File: src/rtl/multicycle_ctrl.sv
// Multicycle RV32I control unit: FETCH/DECODE/EXEC/MEM/WB sequencing, immediate
// and mux selects, a sticky illegal-opcode trap and a retired-instruction counter.
module multicycle_ctrl (
    input  logic        clk,
    input  logic        rst_n,
    input  logic [31:0] instr,
    output logic        imem_req,
    input  logic        imem_ack,
    output logic        dmem_req,
    output logic        dmem_we,
    input  logic        dmem_ack,
    input  logic        br_taken,
    output logic        ir_we,
    output logic        pc_we,
    output logic        reg_we,
    output logic [2:0]  imm_sel,
    output logic        alu_src,
    output logic [1:0]  pc_sel,
    output logic [1:0]  wb_sel,
    output logic        illegal,
    output logic [31:0] instret
);
    localparam logic [6:0] OP_R     = 7'b0110011;
    localparam logic [6:0] OP_IMM   = 7'b0010011;
    localparam logic [6:0] OP_LOAD  = 7'b0000011;
    localparam logic [6:0] OP_STORE = 7'b0100011;
    localparam logic [6:0] OP_BR    = 7'b1100011;
    localparam logic [6:0] OP_LUI   = 7'b0110111;
    localparam logic [6:0] OP_AUIPC = 7'b0010111;
    localparam logic [6:0] OP_JAL   = 7'b1101111;
    localparam logic [6:0] OP_JALR  = 7'b1100111;

    typedef enum logic [2:0] {
        S_FETCH, S_DECODE, S_EXEC, S_MEM, S_WB, S_TRAP
    } state_t;

    state_t      state_q, state_d;
    logic [6:0]  opcode_q;
    logic [2:0]  funct3_q;
    logic        illegal_q;
    logic [31:0] instret_q;
    logic        legal_op;
    logic        is_ld, is_st, is_br, is_jal, is_jalr;

    logic unused_instr_bits;
    assign unused_instr_bits = &{1'b0, instr[31:15], instr[11:7]};

    always_comb begin
        case (instr[6:0])
            OP_R, OP_IMM, OP_LOAD, OP_STORE, OP_BR,
            OP_LUI, OP_AUIPC, OP_JAL, OP_JALR: legal_op = 1'b1;
            default:                           legal_op = 1'b0;
        endcase
    end

    assign is_ld   = (opcode_q == OP_LOAD);
    assign is_st   = (opcode_q == OP_STORE);
    assign is_br   = (opcode_q == OP_BR);
    assign is_jal  = (opcode_q == OP_JAL);
    assign is_jalr = (opcode_q == OP_JALR);

    always_comb begin
        imm_sel = 3'd0;
        case (opcode_q)
            OP_IMM:          imm_sel = (funct3_q == 3'b001 || funct3_q == 3'b101) ? 3'd5 : 3'd0;
            OP_STORE:        imm_sel = 3'd1;
            OP_BR:           imm_sel = 3'd2;
            OP_LUI, OP_AUIPC: imm_sel = 3'd3;
            OP_JAL:          imm_sel = 3'd4;
            default:         imm_sel = 3'd0;
        endcase
    end

    assign alu_src = !((opcode_q == OP_R) || is_br);
    assign illegal = illegal_q;
    assign instret = instret_q;

    // Strobes depend on same-cycle acks/br_taken and must vanish the instant reset asserts.
    always_comb begin
        state_d  = state_q;
        imem_req = 1'b0;
        ir_we    = 1'b0;
        dmem_req = 1'b0;
        dmem_we  = 1'b0;
        pc_we    = 1'b0;
        reg_we   = 1'b0;
        pc_sel   = 2'd0;
        wb_sel   = 2'd0;
        if (rst_n) begin
            case (state_q)
                S_FETCH: begin
                    imem_req = 1'b1;
                    if (imem_ack) begin
                        ir_we   = 1'b1;
                        state_d = S_DECODE;
                    end
                end
                S_DECODE: state_d = legal_op ? S_EXEC : S_TRAP;
                S_EXEC: begin
                    if (is_ld || is_st) begin
                        state_d = S_MEM;
                    end else if (is_br) begin
                        pc_we   = 1'b1;
                        pc_sel  = br_taken ? 2'd1 : 2'd0;
                        state_d = S_FETCH;
                    end else begin
                        state_d = S_WB;
                    end
                end
                S_MEM: begin
                    dmem_req = 1'b1;
                    dmem_we  = is_st;
                    if (dmem_ack) begin
                        if (is_st) begin
                            pc_we   = 1'b1;
                            state_d = S_FETCH;
                        end else begin
                            state_d = S_WB;
                        end
                    end
                end
                S_WB: begin
                    reg_we  = 1'b1;
                    pc_we   = 1'b1;
                    wb_sel  = is_ld ? 2'd1 : (is_jal || is_jalr) ? 2'd2 : 2'd0;
                    pc_sel  = is_jal ? 2'd1 : is_jalr ? 2'd2 : 2'd0;
                    state_d = S_FETCH;
                end
                S_TRAP:  state_d = S_TRAP;
                default: state_d = S_FETCH;
            endcase
        end
    end

    always_ff @(posedge clk or negedge rst_n) begin
        if (!rst_n) begin
            state_q   <= S_FETCH;
            opcode_q  <= 7'd0;
            funct3_q  <= 3'd0;
            illegal_q <= 1'b0;
            instret_q <= 32'd0;
        end else begin
            state_q <= state_d;
            if (state_q == S_DECODE) begin
                opcode_q <= instr[6:0];
                funct3_q <= instr[14:12];
                if (!legal_op) illegal_q <= 1'b1;
            end
            if (pc_we) instret_q <= instret_q + 32'd1;
        end
    end
endmodule

File: config.mk
export PLATFORM = sky130hd
export DESIGN_NAME = multicycle_ctrl
export DESIGN_NICKNAME = d
export VERILOG_FILES = /design/src/rtl/multicycle_ctrl.sv
export SDC_FILE = /design/constraint.sdc
export NUM_CORES = 1
export LEC_CHECK = 0
export BUFFER_PORTS_ARGS = -buffer_cell sky130_fd_sc_hd__buf_2
export CORE_ASPECT_RATIO = 0.6
export CORE_MARGIN = 2
export CORE_UTILIZATION = 50
export DETAILED_ROUTE_END_ITERATION = 8
export GPL_TIMING_DRIVEN = 0
export PLACE_DENSITY = 0.77
export SETUP_SLACK_MARGIN = 0.1
export SLEW_MARGIN = 10
export SYNTH_ARGS = -nofsm -noshare
export SYNTH_HDL_FRONTEND = slang
export SYNTH_SLANG_ARGS = --single-unit
File: constraint.sdc
create_clock -name clk -period 1.85 [get_ports clk]
set_input_delay 0.37 -clock clk [delete_from_list [all_inputs] [get_ports clk]]
set_output_delay 0.37 -clock clk [all_outputs]
set_load 0.02 [all_outputs]
After elaboration in Yosys (flattened, before gate mapping)
Index checks and enable logic that the tools add are counted.
{"block": "totals", "input_bits": 37, "out_inout_bits": 47, "reg_bits": 46, "word_cells": 82, "romBits": 0, "memories": 0, "latch_bits": 0, "mem_bits_rw": 0}
{"block": "op_classes", "div_mod_pow": 0, "order_cmp": 0, "muxes": 38, "add_sub_neg": 1, "n_eq_ne": 27, "shifts": 0, "bitwise_logic": 1, "multipliers": 0, "n_reduce_logical": 10}
{"op": "$eq A7 B6 Y1 const B", "count": 6}
{"op": "$eq A7 B7 Y1 const B", "count": 6}
{"op": "$add A32 B1 Y32 const B", "count": 1}
{"op": "$pmux W3 S5", "count": 2}
{"op": "$eq A7 B5 Y1 const B", "count": 4}
{"op": "$mux W3", "count": 7}
{"op": "$mux W1", "count": 20}
{"op": "$eq A7 B2 Y1 const B", "count": 2}
{"op": "$mux W2", "count": 7}
{"op": "$eq A3 B3 Y1 const B", "count": 3}
{"op": "$reduce_or A9 Y1", "count": 1}
{"op": "$eq A3 B1 Y1 const B", "count": 2}
{"op": "$eq A3 B2 Y1 const B", "count": 2}
{"op": "$logic_or A1 B1 Y1", "count": 4}
{"op": "$ne A2 B2 Y1 const B", "count": 2}
{"op": "$pmux W2 S2", "count": 1}
{"op": "$logic_not A3 Y1", "count": 1}
{"op": "$pmux W1 S3", "count": 1}
{"op": "$reduce_and A3 Y1", "count": 1}
{"op": "$reduce_and A2 Y1", "count": 1}
{"op": "$reduce_or A2 Y1", "count": 1}
{"op": "$logic_not A1 Y1", "count": 1}
{"op": "$not A1 Y1", "count": 1}

Longest topological paths before layout
{"block": "depth", "depth_word": 6, "ltp_mapped": 8, "depth_no_buf": 6}

Worst setup path before layout
OpenSTA, ideal clock, no wires.
{"block": "synth_timing", "kind": "reg2out", "from": "register state_q[0]", "to": "output pc_sel[1]", "required_ps": 1480, "path_stages_with_launch": 6, "slack_ps": -394, "arrival_time_ps": 1874, "path_cell_list": "dfrtp_1 -> clkbuf_1 -> nand2b_1 -> nor2b_1 -> and2_1 -> nor2b_1"}
{"block": "synth_between", "elab_chain_cells": 3}
{"element": "from (decl)", "line_no": "37", "rtl": "state_t state_q, state_d;"}
{"element": "from (signal assigned)", "line_no": "143", "rtl": "state_q <= state_d;"}
{"element": "$eq A3 B3 Y1 / $eq A3 B2 Y1 (equally long branches)", "line_no": "90", "rtl": "case (state_q)"}
{"element": "$pmux W2 S2 *", "line_no": "90"}
{"element": "$mux W2 *", "line_no": "89", "rtl": "if (rst_n) begin"}
{"element": "to (decl)", "line_no": "18", "rtl": "output logic [1:0] pc_sel,"}
Every way passes the cells marked *; elsewhere a longest branch is shown, timed or not.

Worst setup path after layout
{"block": "layout_timing", "from": "register opcode_q[4]", "to": "output pc_sel[0]"}
{"block": "layout_between", "elab_chain_cells": 5}
{"element": "from (decl)", "line_no": "38", "rtl": "logic [6:0] opcode_q;"}
{"element": "from (signal assigned)", "line_no": "145", "rtl": "opcode_q <= instr[6:0];"}
{"element": "$eq A7 B7 Y1 (tied with other cells)", "line_no": "58", "rtl": "assign is_br = (opcode_q == OP_BR);"}
{"element": "$mux W1 / $logic_or A1 B1 Y1 (equally long branches)", "line_no": "102, 100"}
{"element": "$mux W1", "line_no": "100", "rtl": "if (is_ld || is_st) begin"}
{"element": "$pmux W2 S2 *", "line_no": "90"}
{"element": "$mux W2 *", "line_no": "89"}
Marks and branches as above.

==> flow_metrics.py <==
metrics = {
    "die": {
        "row_count": 19,
        "die-area_mm2": 0.00550,
        "initial_utilization_pct": 52.9,
        "core_region_area_mm2": 0.00464,
        "die_w_um": 94.4,
        "io_pins": 84,
        "die_height_um": 58.3,
    },
    "clocking": {
        "htree_num_levels": 2,
        "clk_pin_slew_ns": 0.09,
        "cts_tree": "yes",
        "cts-root-buf": "clkbuf_8",
        "clk_latency_ns": 0.30,
        "clockBufferDepth": 2,
        "cts_sinks": 45,
        "cts_made_buffers": 5,
    },
    "sta": {
        "tightest_slew_ns": 0.704,
        "period_needed_ns": 2.13,
        "fin_ws_ns": -0.284,
        "drv_slew": 0,
        "timing.final.crit_share_pct": 115,
        "rsz0062_at_grt": "yes",
        "hold-worst-slack_ns": -0.0371,
        "setup_viol": 28,
        "final_hold_viol_count": 45,
        "fmax_mhz": 469,
        "maxSlewHeadroom_pct": 52.9,
        "tns_ns": -3.42,
        "clock_skew_ns": 0.00647,
    },
    "finish": {
        "layout.nets": 365,
        "fillers": 295,
        "final_cells": 391,
        "area_growth_pct": 46.3,
        "seq_area_mm2": 0.00113,
        "antennaDiodeCount": 0,
        "drive_gt1_share_pct": 50.3,
        "multi_input_area_mm2": 0.00152,
    },
    "detailed_routing": {
        "dr_total_vias": 2314,
        "drc": 0,
        "routedWlPerCell_um": 18.8,
        "wl_mm": 7.35,
        "drt_first_pass_iters": 5,
        "viasPerCell": 5.92,
        "antenna_left": 0,
        "first_iter_violations": 212,
    },
    "synthesis": {
        "synth-edff-count": 0,
        "synth_most_common_cell": "dfrtp_1",
        "syn-num-nets": 265,
        "yosysSeqAreaShare_pct": 45.9,
        "postSynthCellCount": 227,
        "yosysTopAreaCell": "dfrtp_1",
        "ys_warn_count": 0,
        "synth_cell_type_count": 51,
        "synth_top_area_share_pct": 45.9,
        "netlist_area_mm2": 0.00245,
        "synth_seq_cells": 45,
        "synth.area.top_cells": "dfrtp_1, xnor2_1, mux2_2",
        "yosys-top-cells-count": "dfrtp_1, xnor2_1, nand2_1",
        "async_flop_share_pct": 100,
        "syn_avg_cell_area_um2": 10.8,
        "synthFlopType": "dfrtp_1",
    },
    "critical_path": {
        "crit_path_start_kind": "flop",
        "arrival_ns": 1.76,
        "worst-path-max-fanout": 5,
        "setup.worst_path.end_class": "primary output",
        "required_ns": 1.48,
        "worstSetupPathType": "reg2out",
    },
    "global_routing": {
        "grtUsageTotal_pct": 27.6,
        "overflow": 0,
        "grt_pass1_wl_mm": 11.3,
        "grt_pass1_vias": 2155,
        "antenna_found_initial": 0,
        "grt_max_degree": 53,
    },
    "placement": {
        "dpl.hpwl_mm": 4.40,
        "place_inst": 350,
        "place.gp.congestion": 0.830,
        "port_buffers": 60,
        "pre_cts_ws_ns": -1.02,
    },
    "outcome": {
        "status": "finished with violations",
        "violations": "hold timing, setup timing",
    },
    "power": {
        "ir_worst_vdd_mv": 0.717,
        "p_leak_nw": 1.61,
        "p_per_area_mw_per_mm2": 970,
    },
    "worst_hold_path": {
        "min_path_type": "in2async",
    },
    "flow_run": {
        "cap_violations": 0,
    },
}
## worst paths after layout
check | from | to | slack (ns) | cells after the start
max | opcode_q[4] | pc_sel[0] | -0.28 | 6
min | rst_n | opcode_q[1] | -0.04 | 1
max reg2reg | opcode_q[2] | instret[20] | -0.14 | 7
min reg2reg | illegal | illegal | 0.47 | 2
max in group asynchronous | rst_n | opcode_q[2] | 1.58 | 1
min in group clk | instr[13] | funct3_q[1] | 0.30 | 2
## state kept, by name, indices dropped and copies added, names as in the netlist
name	flops
funct3_q	2
illegal	1
instret	32
opcode_q	7
state_q	3
## power by group
| part | internal, mW | switching, mW |
|---|---|---|
| combinational | 0.780 | 0.729 |
| clock | 0.262 | 0.339 |
| sequential | 1.16 | 0.209 |
| total | 2.20 | 1.28 |
## what timing repair did
item                                   in CTS  in global routing
resized for setup                          69                 31
endpoints found under the hold margin      45                 45
setup endpoints to repair                  56                 51
pin swaps                                  20                 47
buffers inserted                           24                 10
cloned                                      1                  1
## placed cells by master, fill, tap and decap left out, types with 4 or more instances in the layout
cell type	n
buf_6	22
dfrtp_1	42
nor3_4	5
nand3_1	6
xor2_1	4
o211ai_1	10
nand2_1	15
buf_2	48
clkbuf_8	9
nor2_4	6
buf_4	24
nand4_1	9
xnor2_1	25
o21ai_0	4
nor3_1	4
and3_1	5
mux2_2	8
and2_1	4
## through the flow
| stage | power [mW] | hold slack [ns] | util [%] | area (um2) |
|---|---|---|---|---|
| 2_1_floorplan | 2.04 | 0.0744 | - | 2500 |
| 6_report | 3.48 | -0.0371 | 77.4 | 3590 |
| 3_3_place_gp | 2.28 | 0.451 | 62.1 | 2880 |
| 4_1_cts | 3.29 | -0.0260 | 73.4 | 3400 |
| 5_1_grt | 3.66 | -0.0317 | 77.4 | 3590 |
| 3_5_place_dp | 2.33 | 0.453 | 62.1 | 2880 |
## worst max-delay path, cell delays in order, from the launching register on
cell and delay, ns:
dfrtp_1 0.38, clkbuf_8 0.15, and3b_2 0.28, and4_4 0.25, nand3_1 0.09, a21oi_2 0.15, buf_4 0.16
## per-layer routing
metal / GRT usage, % / up-vias / share of wire, %
li1: - / 1038 / -
met1: 41.7 / 1149 / 46
met2: 40.4 / 115 / 45
met3: 6.37 / 12 / 7.5
met4: 6.83 / 0 / 1.4
met5: 0 / - / 0
## cell type report
| cell class | instances | share of cell area, % |
|---|---|---|
| plain buffers | 8 | 2.79 |
| clock buffers | 6 | 2.02 |
| clock inverters | 2 | 0.279 |
| inverters | 3 | 0.523 |
| multi-input cells | 171 | 42.3 |
| flip-flops and latches | 45 | 31.5 |
| well taps | 63 | 2.20 |
| repair buffers | 93 | 18.4 |
## logic make-up after synthesis
group | Yosys count | synth area share, %
AO/OA/AOI/OAI | 39 | 12.3
XOR/XNOR | 32 | 11.4
adder cells (fa/ha/maj) | 2 | 0.918
buffers and inverters | 11 | 2.75
flip-flops | 45 | 45.9
multiplexers | 8 | 3.67
AND/OR/NAND/NOR | 90 | 23.0
No activity file was read; power rests on OpenSTA's default activity.
